==> src/rtl/mem_arbiter.sv <==
// Two-port (CPU/DMA) arbiter in front of a single-port synchronous RAM.
// Each transaction walks IDLE -> ACCESS -> RESP. The CPU has fixed priority.
// A 2-bit streak counter stops the CPU from starving the DMA port, and a
// CPU lock keeps the DMA port out for atomic sequences.
//
// Handshake: a requester holds req/we/addr/wdata stable from req rise until
// it samples ack high. It drops or re-presents req on that same edge. ack is
// a single-cycle pulse in RESP, and only the owner's ack is driven.
module mem_arbiter (
  input  logic        clk,
  input  logic        rst_n,
  // CPU port
  input  logic        cpu_req,
  input  logic        cpu_we,
  input  logic [9:0]  cpu_addr,
  input  logic [15:0] cpu_wdata,
  input  logic        cpu_lock,
  output logic        cpu_ack,
  output logic [15:0] cpu_rdata,
  // DMA port
  input  logic        dma_req,
  input  logic        dma_we,
  input  logic [9:0]  dma_addr,
  input  logic [15:0] dma_wdata,
  output logic        dma_ack,
  output logic [15:0] dma_rdata,
  // RAM port (read data valid the cycle after the address)
  output logic [9:0]  ram_addr,
  output logic [15:0] ram_din,
  output logic        ram_write,
  input  logic [15:0] ram_dout,
  // Status
  output logic        busy,
  output logic        owner
);

  typedef enum logic [1:0] {
    ST_IDLE   = 2'd0,
    ST_ACCESS = 2'd1,
    ST_RESP   = 2'd2
  } state_t;

  state_t      state;
  state_t      state_nxt;
  logic [1:0]  streak;
  logic        lock_flag;
  logic        lock_active;
  logic        grant_cpu;
  logic        grant_dma;
  logic [15:0] cpu_rdata_q;
  logic [15:0] dma_rdata_q;

  // The lock only binds while the CPU keeps cpu_lock high. Dropping it
  // releases the DMA port in the same IDLE cycle.
  assign lock_active = lock_flag & cpu_lock;

  // Arbitration: grants are only made in IDLE.
  always_comb begin
    grant_cpu = 1'b0;
    grant_dma = 1'b0;
    if (state == ST_IDLE) begin
      if (lock_active) begin
        grant_cpu = cpu_req;
      end else if (cpu_req && dma_req) begin
        if (streak == 2'd3) grant_dma = 1'b1;
        else                grant_cpu = 1'b1;
      end else begin
        grant_cpu = cpu_req;
        grant_dma = dma_req;
      end
    end
  end

  // Next-state logic: ACCESS and RESP always last exactly one cycle.
  always_comb begin
    state_nxt = state;
    case (state)
      ST_IDLE:   if (grant_cpu || grant_dma) state_nxt = ST_ACCESS;
      ST_ACCESS: state_nxt = ST_RESP;
      ST_RESP:   state_nxt = ST_IDLE;
      default:   state_nxt = ST_IDLE;
    endcase
  end

  // State register.
  always_ff @(posedge clk or negedge rst_n) begin
    if (!rst_n) state <= ST_IDLE;
    else        state <= state_nxt;
  end

  // Capture the winner's command into the RAM port at the grant edge.
  // The write strobe is cleared when ACCESS ends.
  always_ff @(posedge clk or negedge rst_n) begin
    if (!rst_n) begin
      ram_addr  <= '0;
      ram_din   <= '0;
      ram_write <= 1'b0;
      owner     <= 1'b0;
    end else if (grant_dma) begin
      ram_addr  <= dma_addr;
      ram_din   <= dma_wdata;
      ram_write <= dma_we;
      owner     <= 1'b1;
    end else if (grant_cpu) begin
      ram_addr  <= cpu_addr;
      ram_din   <= cpu_wdata;
      ram_write <= cpu_we;
      owner     <= 1'b0;
    end else if (state == ST_ACCESS) begin
      ram_write <= 1'b0;
    end
  end

  // Starvation guard and lock flag. Both are updated in IDLE only.
  always_ff @(posedge clk or negedge rst_n) begin
    if (!rst_n) begin
      streak    <= 2'd0;
      lock_flag <= 1'b0;
    end else if (state == ST_IDLE) begin
      if (grant_dma) begin
        streak <= 2'd0;
      end else if (grant_cpu && !lock_active) begin
        if (!dma_req)             streak <= 2'd0;
        else if (streak != 2'd3)  streak <= streak + 2'd1;
      end
      if (grant_cpu && cpu_lock) lock_flag <= 1'b1;
      else if (!cpu_lock)        lock_flag <= 1'b0;
    end
  end

  // Per-port read-data hold registers. They load the RAM output as RESP ends.
  always_ff @(posedge clk or negedge rst_n) begin
    if (!rst_n) begin
      cpu_rdata_q <= '0;
      dma_rdata_q <= '0;
    end else if (state == ST_RESP) begin
      if (owner) dma_rdata_q <= ram_dout;
      else       cpu_rdata_q <= ram_dout;
    end
  end

  // RAM data only becomes valid inside RESP, so it is passed straight
  // through to the owner during that cycle. Otherwise the hold value is shown.
  assign busy      = (state != ST_IDLE);
  assign cpu_ack   = (state == ST_RESP) && !owner;
  assign dma_ack   = (state == ST_RESP) && owner;
  assign cpu_rdata = cpu_ack ? ram_dout : cpu_rdata_q;
  assign dma_rdata = dma_ack ? ram_dout : dma_rdata_q;

endmodule

==> config.mk <==
export PLATFORM = sky130hd
export DESIGN_NAME = mem_arbiter
export DESIGN_NICKNAME = d
export VERILOG_FILES = /design/src/rtl/mem_arbiter.sv
export SDC_FILE = /design/constraint.sdc
export NUM_CORES = 1
export LEC_CHECK = 0
export CORE_ASPECT_RATIO = 0.9
export CORE_MARGIN = 1
export CORE_UTILIZATION = 43
export DETAILED_ROUTE_END_ITERATION = 12
export PLACE_DENSITY = 0.87
export SLEW_MARGIN = 20
export SYNTH_ARGS = -nofsm -noshare
export SYNTH_HDL_FRONTEND = slang
export SYNTH_SLANG_ARGS = --single-unit
export TNS_END_PERCENT = 10
==> constraint.sdc <==
create_clock -name clk -period 2.5 [get_ports clk]
set_input_delay 0.5 -clock clk [delete_from_list [all_inputs] [get_ports clk]]
set_output_delay 0.5 -clock clk [all_outputs]
set_load 0.1 [all_outputs]
# Word level (Yosys, flattened, before mapping)
# Index checks and enable logic that the tools add are counted.
[classes]
magnitude_cmp = 0
n_reduce_logical = 17
div_mod_pow = 0
shifts = 0
n_bitwise = 2
eq_ne = 7
mux = 27
n_addsub = 1
multipliers = 0
[op_table]
columns = ["cell", "count"]
rows = [
  ["16-bit 2-to-1 mux", 4],
  ["10-bit 2-to-1 mux", 2],
  ["1-bit 2-to-1 mux", 15],
  ["2-bit 2-to-1 mux", 5],
  ["2-bit AND reduction", 3],
  ["2-bit nonzero test", 3],
  ["1-bit logical AND", 5],
  ["2-bit equality test, second input constant", 2],
  ["2-bit by 1-bit != test with 1-bit output, second input constant", 2],
  ["2-bit one-hot mux with 2 select lines", 1],
  ["3-bit by 1-bit != test with 1-bit output, second input constant", 1],
  ["3-bit AND reduction", 1],
  ["3-bit nonzero test", 1],
  ["2-bit by 1-bit adder with 2-bit output, second input constant", 1],
  ["2-bit by 1-bit equality test with 1-bit output, second input constant", 1],
  ["1-bit logical NOT", 2],
  ["2-bit logical NOT", 1],
  ["2-bit != test, second input constant", 1],
  ["1-bit AND", 1],
  ["1-bit logical OR", 1],
  ["1-bit NOT", 1],
]
[word_totals]
out_inout_bits = 63
regBits = 65
latchBits = 0
memories = 0
ram_bits = 0
romBits = 0
elab_cells = 63

# Depth between registers and ports, before layout
[logic_depth]
word_depth = 8
depth_mapped = 7
ltp_nobuf = 5

# Least setup slack after synthesis
# OpenSTA, ideal clock, no wires.
[synth_path]
path_type = "register to output"
start = "reg owner"
end = "out dma_rdata[10]"
arrival_ns = 2.696
n_path_buf = 1
slack_ns = -0.696
path_stages_with_launch = 6
required_ns = 2.000
path_cell_list = "dfrtp_1 nand3b_2 clkinv_1 buf_2 nand2_1 nand2_1"
[synth_between]
elab_chain_len = 2
[synth_lines]
columns = ["item", "line", "source"]
rows = [
  ["start, declared", "34", "output logic owner"],
  ["start signal, assigned", "98", "owner <= 1'b0;"],
  ["start signal, assigned", "103", "owner <= 1'b1;"],
  ["start signal, assigned", "108", "owner <= 1'b0;"],
  ["1-bit logical AND", "146", "assign dma_ack = (state == ST_RESP) && owner;"],
  ["via dma_ack", "25", "output logic dma_ack,"],
  ["16-bit 2-to-1 mux", "148", "assign dma_rdata = dma_ack ? ram_dout : dma_rdata_q;"],
  ["end, declared", "26", "output logic [15:0] dma_rdata,"],
]
# The timed path passes the listed nets, and every way through them passes these cells.

# Worst setup path in the final report
[layout_path]
start = "reg state[0]"
end = "out cpu_rdata[2]"
[layout_between]
elab_chain_len = 3
[layout_lines]
columns = ["item", "line", "source"]
rows = [
  ["start, declared", "43", "state_t state;"],
  ["start signal, assigned", "88", "else state <= state_nxt;"],
  ["2-bit equality test", "145", "assign cpu_ack = (state == ST_RESP) && !owner;"],
  ["1-bit logical AND", "145", ""],
  ["16-bit 2-to-1 mux", "147", "assign cpu_rdata = cpu_ack ? ram_dout : cpu_rdata_q;"],
  ["end, declared", "19", "output logic [15:0] cpu_rdata,"],
]
# Every way passes these cells.

==> metrics.md <==
| Metric | Value |
|---|---|
| ANT cells | `0` |
| Initial Util | `45.2%` |
| Top FF cell, synth | `dfrtp_1` |
| HPWL after detailed placement | `5680 um` |
| CTS buffer count | `9` |
| Core area | `6220 um2` |
| Fill count | `410` |
| Worst min path class | `in -> async` |
| Setup TNS | `0 ns` |
| Pins over their slew limit | `0` |
| Overall Global Routing Usage | `24.3%` |
| Nature of the critical path endpoint | `output port` |
| Syn nets | `326` |
| CTS clk-pin slew, worst paths | `0.08 ns` |
| Ports | `138` |
| GRT overflow | `0` |
| Dpl cells | `469` |
| Crit-path cells | `nor3b_4, buf_4, mux2_2, buf_12` |
| Yosys cell types | `30` |
| RSZ-0062 raised after global routing | `false` |
| Worst skew pair latency | `0.34 ns` |
| H-tree depth | `3` |
| Vias in the first global route | `2507` |
| Initial antenna violation count | `0` |
| Clock Sinks | `65` |
| Worst R2R Setup Slack | `0.69 ns` |
| Combinational family with the most area after synthesis | `multiplexers` |
| Root buf cell | `clkbuf_8` |
| Postcts setup bufs | `0` |
| Synth Instances | `250` |
| Top-count cell post-synth | `nand2_1` |
| Layout Skew | `0.0131 ns` |
| Slew of the pin with the lowest slew margin | `0.486 ns` |
| Pre-antenna DRT Iters | `7` |
| Worst r2r path cells | `6` |
| DR vias | `2350` |
| Final core occ | `76.7%` |
| Crit path time final | `2.41 ns` |
| Max incr delay on CP | `0.45 ns` |
| Final Cycle Share | `96.5%` |
| Adder-cell share of the synthesized area | `0.445%` |
| Mux share of post-synthesis cell area | `16.9%` |
| DR WL/cell | `16.3 um` |
| Port Buffers | `137` |
| Mean Syn Cell Area | `11.3 um2` |
| Final hold vios | `0` |
| DRC viols | `0` |
| Commonest cells in the synthesized netlist | `nand2_1 (82), dfrtp_1 (65), mux2i_1 (26), o21ai_1 (19), o21ai_0 (11)` |
| Compound-Gate Fraction of Synth Area | `7.47%` |
| Worst path required time | `2.00 ns` |
| Top area cells in the synthesized netlist | `dfrtp_1 (58%), nand2_1 (11%), mux2i_1 (9.3%)` |
| Worst path bufs/invs | `2` |
| WS Path Type | `reg -> out` |
| Largest net degree at the start of global routing | `55` |
| Setup crit start kind | `flip-flop` |
| Post-synth top area cell | `dfrtp_1` |
| First-pass GRT wire length | `12400 um` |
| Share of cells above drive strength 1 | `29.4%` |
| Synth Register Bits | `65` |
| Die Width | `87.3 um` |
| Peak Freq | `415 MHz` |
| 1st-iter DRT viols | `91` |
| Async set-reset flop share out of synthesis | `100%` |
| Simple-gate portion of the synthesized area | `13.4%` |
| Post-synth EDFFs | `0` |
| Nets | `469` |
| Final setup viols | `0` |
| Layout Cells excl Fill | `485` |
| Worst path slowest cell | `dfrtp_1` |
| Antenna-violating nets left | `0` |
| WL final | `7920 um` |
| Post-cts hold buffer count | `0` |
| Seq/Total Area, Yosys | `57.8%` |
| Site row count | `27` |
| R2R Path Start | `streak[0]` |
| Worst Path Max Fanout | `17` |
| CP top delay family | `buffers and inverters` |
| Vias per cell | `4.85` |
| Outcome | `finished clean` |
| Share of the synthesized area in the top cell type | `57.8%` |
| Max Cap Viol | `0` |
| Die area | `6870 um2` |
| Synth Area in XOR/XNOR | `0%` |
| Ys Warns | `0` |
| CTS Buffer Depth | `2` |
| Cell Area, Synth | `2810 um2` |
| Syn-to-layout area delta | `69.6%` |
| Reg-to-reg critical path endpoint | `ram_din[8]` |
| CTS tree | `done` |
| Routability cong. | `0.800` |
| Data arrival, critical path | `1.91 ns` |
| Die Span Y | `78.7 um` |
| Worst relative slew slack | `67.6%` |
-- worst max-delay path by stage --
stage,depth (start not counted),end,slack [ns],startpoint
6_report,4,cpu_rdata[2],0.09,state[0]
5_1_grt,4,cpu_rdata[2],0.008,state[0]
4_1_cts,4,cpu_rdata[2],0.08,state[0]
3_5_place_dp,6,ram_addr[7],0.24,cpu_req
3_3_place_gp,6,ram_addr[8],0.33,cpu_req
2_1_floorplan,5,dma_rdata[10],0.07,owner
-- metal layers --
layer | wire (um) | global-route usage (%) | share of wire, % | vias to the layer above
li1 | - | - | - | 1118
met3 | 714 | 8.63 | 9.0 | 9
met4 | 80 | 7.38 | 1.0 | 0
met5 | 0 | 0 | 0 | -
met2 | 4080 | 43.3 | 52 | 119
met1 | 3050 | 27.1 | 38 | 1104
-- flip-flops by register name, indices dropped and copies added, names as in the netlist --
name and flops:
cpu_rdata_q 16, dma_rdata_q 16, ram_din 16, ram_addr 10
state 2, streak 2, lock_flag 1, owner 1
ram_write 1
-- cells in the final DEF (no fill, tap or decap), drive strengths merged, types with 2 or more instances in the layout --
master         count
o21ai             31
a21oi              2
inv                3
clkdlybuf4s50     73
mux2i             26
clkinv             2
bufinv             2
nor2               2
buf               70
dfrtp             65
clkbuf            12
nand2             82
mux2              16
-- timing repair --
action | 4_1_cts | 5_1_grt
resized for setup | 1 | 0
endpoints found under the setup margin | 5 | 0
endpoints found under the hold margin | 0 | 0
-- stage by stage --
step	hold slack, ns	setup WS, ns	cell area, um2
floorplan	0.204	0.0700	2840
global placement	0.470	0.331	4550
detailed placement	0.477	0.237	4550
CTS	0.125	0.0789	4770
global route	0.144	0.00789	4770
finish	0.113	0.0875	4770
-- cells by family (layout without fill, tap and decap cells) --
kind of cell	count (synthesis)	in the layout
muxes	42	42
and+or+nand+nor	90	90
buffers and inverters	15	163
DFF	65	65
adders and majority gates	1	1
AOI/OAI and AO/OA	37	37
-- layout make-up --
type | count | area (um2) | share of cell area [%]
Timing Repair Buffer | 143 | 1690 | 35.5
Multi-Input combinational cell | 170 | 1100 | 23.1
Clock buffer | 12 | 145 | 3.04
Sequential cell | 65 | 1630 | 34.1
Inverter | 4 | 16.3 | 0.341
Tap cell | 87 | 109 | 2.28
Clock inverter | 4 | 76.3 | 1.60
Power is left out: the tool's default activity adds up to more than one toggle a clock period on the data nets, which glitch-free logic cannot reach.
